### src/rtl/instr_mem_loader_pkg.sv
// Shared definitions for the instruction-memory loader: bus widths, capacity
// default and the FSM state encoding.
package instr_mem_loader_pkg;

    localparam int INSTRUCTION_LEN      = 32;
    localparam int INSTRUCTION_MEM_LEN  = 8;
    localparam int INSTRUCTION_MEM_SIZE = 256;
    localparam int MAX_WORDS_DEFAULT    = INSTRUCTION_MEM_SIZE / 4;
    localparam int LANES                = INSTRUCTION_LEN / INSTRUCTION_MEM_LEN;

    typedef enum logic [1:0] {
        LDR_IDLE  = 2'd0,
        LDR_RECV  = 2'd1,
        LDR_WRITE = 2'd2,
        LDR_DONE  = 2'd3
    } ldr_state_e;

endpackage

### src/rtl/instr_mem_loader_word_assembler.sv
// Packs incoming bytes big-endian into one instruction word; lane 0 lands in
// the most significant byte. Flags when the word is complete.
module loader_word_assembler
    import instr_mem_loader_pkg::*;
(
    input  logic                           clk,
    input  logic                           rst,
    input  logic                           clear,
    input  logic                           accept,
    input  logic [INSTRUCTION_MEM_LEN-1:0] byte_data,
    input  logic                           byte_last,
    output logic [INSTRUCTION_LEN-1:0]     word,
    output logic                           complete,
    output logic                           partial
);

    localparam int PW = $clog2(LANES);

    logic [LANES-1:0][INSTRUCTION_MEM_LEN-1:0] lanes, lanes_n;
    logic [PW-1:0]                             pos;

    // A final byte short of a full word zeroes every lane after it.
    always_comb begin
        lanes_n = lanes;
        for (int i = 0; i < LANES; i++) begin
            if (PW'(i) == pos)
                lanes_n[LANES-1-i] = byte_data;
            else if (byte_last && PW'(i) > pos)
                lanes_n[LANES-1-i] = '0;
        end
    end

    assign complete = accept && (pos == PW'(LANES-1) || byte_last);
    assign partial  = accept && byte_last && pos != PW'(LANES-1);
    assign word     = lanes;

    always_ff @(posedge clk) begin
        if (!rst) begin
            lanes <= '0;
            pos   <= '0;
        end else if (clear) begin
            pos <= '0;
        end else if (accept) begin
            lanes <= lanes_n;
            pos   <= pos + 1'b1;
        end
    end

endmodule

### src/rtl/instr_mem_loader.sv
// Streams a byte image into instruction memory as big-endian words at
// consecutive word addresses, freezing the CPU (busy) while loading.
module instr_mem_loader
    import instr_mem_loader_pkg::*;
#(
    parameter int BASE_ADDR = 0,
    parameter int MAX_WORDS = MAX_WORDS_DEFAULT
) (
    input  logic                           clk,
    input  logic                           rst,
    input  logic                           start,
    input  logic                           byte_valid,
    input  logic [INSTRUCTION_MEM_LEN-1:0] byte_data,
    input  logic                           byte_last,
    output logic                           byte_ready,
    output logic [INSTRUCTION_LEN-1:0]     mem_address,
    output logic [INSTRUCTION_LEN-1:0]     mem_write_data,
    output logic                           mem_write,
    output logic                           mem_read,
    output logic                           busy,
    output logic                           done,
    output logic                           error,
    output logic [15:0]                    words_loaded
);

    localparam int IW = $clog2(MAX_WORDS + 1);

    ldr_state_e    state, state_n;
    logic [IW-1:0] index, index_n;
    logic [15:0]   words_n;
    logic          error_n, word_last, word_last_n, wr_n, asm_clear;
    logic          accept, complete, partial, busy_n;

    assign accept = byte_valid && byte_ready;
    assign busy_n = (state_n == LDR_RECV) || (state_n == LDR_WRITE);

    loader_word_assembler u_asm (
        .clk       (clk),
        .rst       (rst),
        .clear     (asm_clear),
        .accept    (accept),
        .byte_data (byte_data),
        .byte_last (byte_last),
        .word      (mem_write_data),
        .complete  (complete),
        .partial   (partial)
    );

    always_comb begin
        state_n     = state;
        index_n     = index;
        words_n     = words_loaded;
        error_n     = error;
        word_last_n = word_last;
        wr_n        = 1'b0;
        asm_clear   = 1'b0;
        case (state)
            LDR_IDLE: if (start) begin
                index_n   = '0;
                words_n   = '0;
                error_n   = 1'b0;
                asm_clear = 1'b1;
                state_n   = LDR_RECV;
            end
            LDR_RECV: if (complete) begin
                word_last_n = byte_last;
                if (partial) error_n = 1'b1;
                // A word with nowhere to go ends the session without a write.
                if (index == IW'(MAX_WORDS)) begin
                    error_n = 1'b1;
                    state_n = LDR_DONE;
                end else begin
                    wr_n    = 1'b1;
                    state_n = LDR_WRITE;
                end
            end
            LDR_WRITE: begin
                index_n   = index + 1'b1;
                words_n   = words_loaded + 16'd1;
                asm_clear = 1'b1;
                state_n   = word_last ? LDR_DONE : LDR_RECV;
            end
            default: state_n = LDR_IDLE;
        endcase
    end

    always_ff @(posedge clk) begin
        if (!rst) begin
            state        <= LDR_IDLE;
            index        <= '0;
            word_last    <= 1'b0;
            byte_ready   <= 1'b0;
            mem_address  <= INSTRUCTION_LEN'(BASE_ADDR);
            mem_write    <= 1'b0;
            mem_read     <= 1'b1;
            busy         <= 1'b0;
            done         <= 1'b0;
            error        <= 1'b0;
            words_loaded <= '0;
        end else begin
            state        <= state_n;
            index        <= index_n;
            word_last    <= word_last_n;
            byte_ready   <= (state_n == LDR_RECV);
            mem_address  <= INSTRUCTION_LEN'(BASE_ADDR) + (INSTRUCTION_LEN'(index_n) << 2);
            mem_write    <= wr_n;
            mem_read     <= !busy_n;
            busy         <= busy_n;
            done         <= (state_n == LDR_DONE);
            error        <= error_n;
            words_loaded <= words_n;
        end
    end

endmodule

### config.mk
export PLATFORM = sky130hd
export DESIGN_NAME = instr_mem_loader
export DESIGN_NICKNAME = d
export VERILOG_FILES = /design/src/rtl/instr_mem_loader_pkg.sv /design/src/rtl/instr_mem_loader_word_assembler.sv /design/src/rtl/instr_mem_loader.sv
export SDC_FILE = /design/constraint.sdc
export NUM_CORES = 1
export LEC_CHECK = 0
export CORE_ASPECT_RATIO = 1.4
export CORE_UTILIZATION = 29
export CTS_CLUSTER_SIZE = 16
export DETAILED_ROUTE_END_ITERATION = 12
export PLACE_DENSITY = 0.54
export REMOVE_ABC_BUFFERS = 1
export SYNTH_ARGS = -nofsm -noshare
export SYNTH_HDL_FRONTEND = slang
export SYNTH_SLANG_ARGS = --single-unit
export TNS_END_PERCENT = 5
### constraint.sdc
create_clock -name clk -period 1.7 [get_ports clk]
set_clock_uncertainty 0.1 [all_clocks]
set_input_delay 0.255 -clock clk [delete_from_list [all_inputs] [get_ports clk]]
set_output_delay 0.255 -clock clk [all_outputs]
set_load 0.01 [all_outputs]
---- Word level (Yosys, flattened, before mapping) ----
Index checks and enable logic that the tools add are counted.
W data, S select, Z words.
operators by class
  multiplexer cells ....................... 25
  add/subtract/negate cells ............... 3
  bitwise operators ....................... 2
  equal/unequal tests ..................... 14
  order comparisons ....................... 4
  reduce and logical (&&, ||, !) cells .... 28
operator list
  operator                 count
  $mux W8                  8
  $pmux W16 S2             1
  $add A16 B1 Y16 const B  1
  $mux W16                 1
  $reduce_and A3 Y1        5
  $pmux W7 S2              1
  $reduce_bool A2 Y1       6
  $eq A2 B2 Y1 const B     4
  $logic_and A1 B1 Y1      8
  $add A7 B1 Y7 const B    1
  $eq A7 B7 Y1 const B     1
  $mux W1                  7
  $mux W7                  1
  $mux W2                  3
  $ne A2 B2 Y1 const B     3
  $pmux W2 S3              1
  $eq A2 B1 Y1 const B     2
  $eq A2 B2 Y1 const A     2
  $gt A1 B2 Y1 const A     2
  $gt A2 B2 Y1 const A     2
  $logic_not A2 Y1         2
  $pmux W1 S2              2
  $reduce_and A2 Y1        2
  $reduce_and A4 Y1        1
  other kinds (7)          9
storage, ports and cells
  word-level logic and storage cells ...... 92
  bits of input ports ..................... 13
  register bits ........................... 91
  output and inout port bits .............. 86

---- Longest topological paths before layout ----
Gate-level depths: netlist of the first run.
  depth in word-level cells ............... 8
  mapped depth ............................ 8
  mapped depth without buffers ............ 7

---- Modules after synthesis ----
Synthesis of the first run repeated with hierarchy kept, for this count alone.
unflattened totals
  cell total of the unflattened synthesis .. 342
  area, all modules ....................... 3,151.8 um^2
by module, submodules not included
  module                 cells an instance  sequential area each (um^2)  area each (um^2)  instances
  instr_mem_loader       203                640.6                        1,740.4           1
  loader_word_assembler  139                680.7                        1,411.4           1

---- Least setup slack after synthesis of the first run ----
No wires, ideal clock.
  kind .................................... register to register
  start ................................... reg u_asm.pos[0]
  end ..................................... reg mem_read
  clock period less this slack ............ 1,719 ps
  data required time ...................... 1,477 ps
  library setup time ...................... 123 ps
  path buffers ............................ 0
  slack ................................... -19 ps
  data arrival time ....................... 1,496 ps
  stages on the path, launching flop included .. 7
  cell sequence ........................... dfxtp_1 ha_1 o211ai_1 a31oi_1 o21ai_0 ha_1 nand2b_1
between the ends
  word-level cells in the longest chain between the ends .. 8
  elaborated cells between the ends (all ways) .. 9
  those cells by class .................... eq/ne: 3; mux: 2; reduce/logical: 4
ends and longest elaborated chain
  what                                          RTL line                               RTL
  start, declared                               instr_mem_loader_word_assembler.sv:20  logic [PW-1:0] pos;
  start signal, assigned                        instr_mem_loader_word_assembler.sv:45  pos <= pos + 1'b1;
  $eq A2 B2 Y1 (*)                              instr_mem_loader_word_assembler.sv:33  assign complete = accept && (pos == PW'(LANES-1) || byte_last);
  $logic_or A1 B1 Y1 (*)                        instr_mem_loader_word_assembler.sv:33
  $logic_and A1 B1 Y1 (*)                       instr_mem_loader_word_assembler.sv:33
  $mux W2 (*)                                   instr_mem_loader.sv:65                 LDR_RECV: if (complete) begin
  $pmux W2 S3 (*)                               instr_mem_loader.sv:57                 case (state)
  via state_n[0]                                instr_mem_loader.sv:28                 ldr_state_e state, state_n;
  $eq A2 B1 Y1 or $eq A2 B2 Y1 (tied branches)  instr_mem_loader.sv:35                 assign busy_n = (state_n == LDR_RECV) || (state_n == LDR_WRITE);
  $logic_or A1 B1 Y1 (*)                        instr_mem_loader.sv:35
  $logic_not A1 Y1 (*)                          instr_mem_loader.sv:107                mem_read <= !busy_n;
  end signal, assigned                          instr_mem_loader.sv:107
  end, declared                                 instr_mem_loader.sv:19                 output logic mem_read,
The timed path passes the listed nets; every way through them passes the cells marked *.
A chain may end at the register's enable or synchronous reset.

---- Worst setup path in the final report of the first run ----
  start ................................... reg u_asm.pos[0]
  end ..................................... reg mem_read
between the ends
  word-level cells in the longest chain between the ends .. 8
  elaborated cells between the ends (all ways) .. 9
  those cells by class .................... eq/ne: 3; mux: 2; reduce/logical: 4
ends and longest elaborated chain
  what                                          RTL line
  $eq A2 B2 Y1 (*)                              instr_mem_loader_word_assembler.sv:33
  $logic_or A1 B1 Y1 (*)                        instr_mem_loader_word_assembler.sv:33
  $logic_and A1 B1 Y1 (*)                       instr_mem_loader_word_assembler.sv:33
  $mux W2 (*)                                   instr_mem_loader.sv:65
  $pmux W2 S3 (*)                               instr_mem_loader.sv:57
  $eq A2 B1 Y1 or $eq A2 B2 Y1 (tied branches)  instr_mem_loader.sv:35
  $logic_or A1 B1 Y1 (*)                        instr_mem_loader.sv:35
  $logic_not A1 Y1 (*)                          instr_mem_loader.sv:107
Mark *: on every way between the ends. The rest lies on a longest branch, timed or not.

==> key figures, run 1 <==
Outcome
  – Status: finished, violations left
  – Violated checks: setup timing

Synth
  – Yosys top cell by area: dfxtp_1
  – Yosys reg bits: 66
  – Syn_area_per_cell: 8.871 µm²
  – Post-Synthesis Cell Area: a little over 3000 µm²
  – Seq/Total Area, Yosys: 0.4317
  – Synth top area share: 0.4317
  – YS warnings: 0
  – Netlist cell types: 50
  – Synth Instances: about 350
  – Largest cells by area after synthesis: dfxtp_1, buf_4, nand2_1

Setup path
  – Startpoint Class: flip-flop
  – Max FO, Critical Path: 4
  – Worst reg-to-reg setup slack: -0.009 ns
  – Crit path DAT: about 1.8 ns
  – Critical R2R Launch: u_asm.pos[0]$_SDFFE_PP0P_
  – CP Data Required Time: between 1.5 and 2 ns
  – Worst R2R Path Depth: 6
  – Critical R2R Capture: mem_read$_SDFF_PN1_
  – Worst Setup End Kind: flip-flop
  – CP Class: reg2reg

Clocking
  – Worst skew pair latency: 0.33 ns
  – Post CTS Setup Buffer Count: 0
  – CTS tree: yes
  – Htree depth: 3
  – Clock slew at reported path FFs: roughly 0.06 ns
  – Post-CTS Hold Buffers: 0
  – CTS buffer count: 9
  – Root Buffer: clkbuf_16
  – Clock Tree Buf Depth: 2
  – Clock sink total: 66

Pwr
  – Pwr Density: slightly above 900 nW/µm²
  – Comb power frac: 0.074
  – Clock share of power: 0.546
  – Max VDD drop: roughly 0.00049 V
  – Seq pwr share: 0.380
  – Tot Pwr: about 0.0042 W
  – Lkg Pwr: approximately 1.9 nW
  – Power Internal: roughly 0.0033 W
  – Psw: roughly 0.00087 W
  – Switching share of power: 0.2091

STA
  – FMAX: roughly 590 MHz
  – Final Hold Fails: 0
  – Setup violators final: 1
  – Slew Viols, Final: 0
  – Period utilization: 1.005
  – Min Tclk post-route: 1.709 ns
  – Final setup margin: -0.008692 ns
  – RSZ-0062 raised after global routing: true

Floorplan
  – Number of I/O pins: 99
  – Die W: between 80 and 90 µm
  – Core Region: ~10000 µm²
  – Die ar.: about 11000 µm²
  – Die Y: approximately 120 µm
  – Initial Util: 0.2973
  – Site row count: between 40 and 50

Global route
  – Largest net degree at the start of global routing: 21
  – Grt total ovfl: 0
  – Total track usage: 0.1531
  – Vias in the first global route: around 2.5k
  – First-pass GRT wire length: 12610 µm
  – Initial antenna violation count: 0

Hold path
  – Worst Hold Class: reg2reg
  – Hold Path Sink: u_asm.word[14]$_SDFFE_PN0P_
  – Hold path cells: 2
  – Hold Startpoint: u_asm.word[14]$_SDFFE_PN0P_

Cells and area
  – Fill count: around 1k
  – Final nets: 475
  – Layout area overhead: 47.96%
  – Post-route cell area: approximately 4500 µm²
  – Ratio of cells with drive above 1 in the final layout: 0.1921
  – Antenna diodes: 0

Routing
  – DRC Markers: 0
  – Drt pass-1 iters: 5
  – Vias per inst: 4.708
  – Total number of vias: roughly 2.8k
  – Wire per inst: between 10 and 15 µm
  – DR iter-0 viols: ~80
  – Aggregate routed wire length: slightly above 8000 µm
  – Post-DRT Antenna Nets: 0

Placed design
  – GP Congestion: a little over 0.8
  – Post-place setup slack: -0.3305 ns
  – Post-DP HPWL: between 6000 and 7000 µm
  – Area of placed instances: approximately 4100 µm²
  – # port buffers: 73

Run
  – Number of max-cap violations: 0
[how the worst max path moves through the flow]
stage | start | end | slack [ns] | cells past startpoint
finish | u_asm.pos[0]$_SDFFE_PP0P_ | mem_read$_SDFF_PN1_ | -0.009 | 6
global placement | byte_last | mem_read$_SDFF_PN1_ | -0.25 | 6
global route | u_asm.pos[0]$_SDFFE_PP0P_ | mem_read$_SDFF_PN1_ | -0.10 | 6
detailed placement | byte_last | mem_read$_SDFF_PN1_ | -0.33 | 6
CTS | words_loaded[0]$_SDFFE_PN0P_ | words_loaded[0] | -0.02 | 2
floorplan | u_asm.pos[0]$_SDFFE_PP0P_ | mem_read$_SDFF_PN1_ | -0.02 | 6
[cells in the mapped netlist, drive strengths merged]
cell type and count:
and4 2, nand4b 1, xnor2 1, nor4 4, nor2b 4, o21ba 1
clkbuf 7, o31ai 1, conb 1, o211ai 2, nand3 18, a211oi 2
o21ai 16, ha 9, buf 35, nor2 34, a31o 1, a41oi 1
a21oi 23, mux2i 10, inv 7, a31oi 8, o21bai 1, or3 1
a22oi 10, and2 6, o41ai 1, nand2 33, o211a 3, nand2b 5
a21o 1, dfxtp 66, a22o 2, nor3b 1, xor2 3, nand3b 2
mux2 2, nand4 12, a311oi 2, and3 6
[timing repair]
item,in CTS,in global routing
gates resized for setup,14,11
pin swaps,2,4
endpoints found under the setup margin,13,22
endpoints found under the hold margin,0,0
[sequential cells by signal (all words and copies together) (netlist names)]
signal	flops
error	1
u_asm.pos	2
busy	1
state	2
done	1
u_asm.word	32
index	7
byte_ready	1
mem_read	1
words_loaded	16
mem_write	1
word_last	1
[cell families (layout without fill, tap and decap cells)]
logic type               Yosys count  count (layout)  synth area share
other                              1              25          0.001225
AND/OR/NAND/NOR                  129             129            0.2155
buffers and inverters             49             138            0.1026
AO/OA/AOI/OAI                     75              75            0.1607
XOR/XNOR                           4               4           0.01145
multiplexers                      12              12           0.04007
flip-flops                        66              66            0.4317
adder cells (fa/ha/maj)            9               9           0.03680
[placed cells by master, fill, tap and decap left out, types with 3 or more instances in the layout]
| cell | n |
|---|---|
| clkdlybuf4s50_1 | 68 |
| dfxtp_1 | 54 |
| buf_4 | 40 |
| nor2_1 | 33 |
| nand2_1 | 33 |
| conb_1 | 25 |
| a21oi_1 | 22 |
| nand3_1 | 17 |
| o21ai_0 | 14 |
| dfxtp_2 | 12 |
| nand4_1 | 11 |
| mux2i_1 | 10 |
| a22oi_1 | 10 |
| clkbuf_16 | 9 |
| a31oi_1 | 8 |
| ha_1 | 7 |
| inv_1 | 6 |
| and2_1 | 6 |
| and3_1 | 6 |
| nand2b_1 | 4 |
| bufinv_16 | 4 |
| nor4_1 | 3 |
| o211a_1 | 3 |
| nor2b_1 | 3 |
| xor2_1 | 3 |
| dlymetal6s2s_1 | 3 |
[through the flow]
| step | TNS (ns) | hold WS [ns] | cells | utilization |
|---|---|---|---|---|
| 2_1_floorplan | -0.01914 | 0.2493 | 327 | - |
| 3_3_place_gp | -6.710 | 0.3466 | 580 | 0.3989 |
| 3_5_place_dp | -7.257 | 0.3489 | 580 | 0.3989 |
| 4_1_cts | -0.02319 | 0.3565 | 596 | 0.4366 |
| 5_1_grt | -0.3195 | 0.3731 | 596 | 0.4398 |
| 6_report | -0.008692 | 0.3559 | 596 | 0.4398 |
[critical path, stage by stage (launching register included)]
cell	delay, ns
dfxtp_2	0.33
ha_4	0.16
o211ai_1	0.29
nor2_1	0.12
a21oi_2	0.18
ha_1	0.26
nand2b_4	0.14
[final cells by class]
type	count	area (µm²)	area share
Sequential cell	66	1336	0.2951
Inverter	7	26.28	0.005803
Clock inverter	7	141.4	0.03122
Clock buffer	9	225.2	0.04974
Multi-Input combinational cell	254	1550	0.3424
Tap cell	138	172.7	0.03813
Timing Repair Buffer	115	1076	0.2376
[power groups by stage]
stage          logic, W  registers [W]  clock network (W)
2_1_floorplan  0.000120        0.00162                  0
3_3_place_gp   0.000298        0.00161                  0
3_5_place_dp   0.000299        0.00161                  0
4_1_cts        0.000305        0.00158            0.00231
5_1_grt        0.000337        0.00158            0.00238
6_report       0.000309        0.00158            0.00227
[layer usage]
layer,GRT usage,vias up,share of wire
met4,0.07258,0,0.021
met1,0.1745,1296,0.42
li1,-,1384,-
met5,0,-,0
met2,0.2668,108,0.50
met3,0.03405,18,0.059
Note: power is estimated with default switching activity, not from simulation.
==> inputs of run 2 (changes only) <==
--- a/config.mk
+++ b/config.mk
@@ -11,6 +11,7 @@
 export DETAILED_ROUTE_END_ITERATION = 12
 export PLACE_DENSITY = 0.54
 export REMOVE_ABC_BUFFERS = 1
+export SLEW_MARGIN = 20
 export SYNTH_ARGS = -nofsm -noshare
 export SYNTH_HDL_FRONTEND = slang
 export SYNTH_SLANG_ARGS = --single-unit
==> results of run 2 <==
Same layout as run 1: the final DEF is identical, and so are final timing and power.
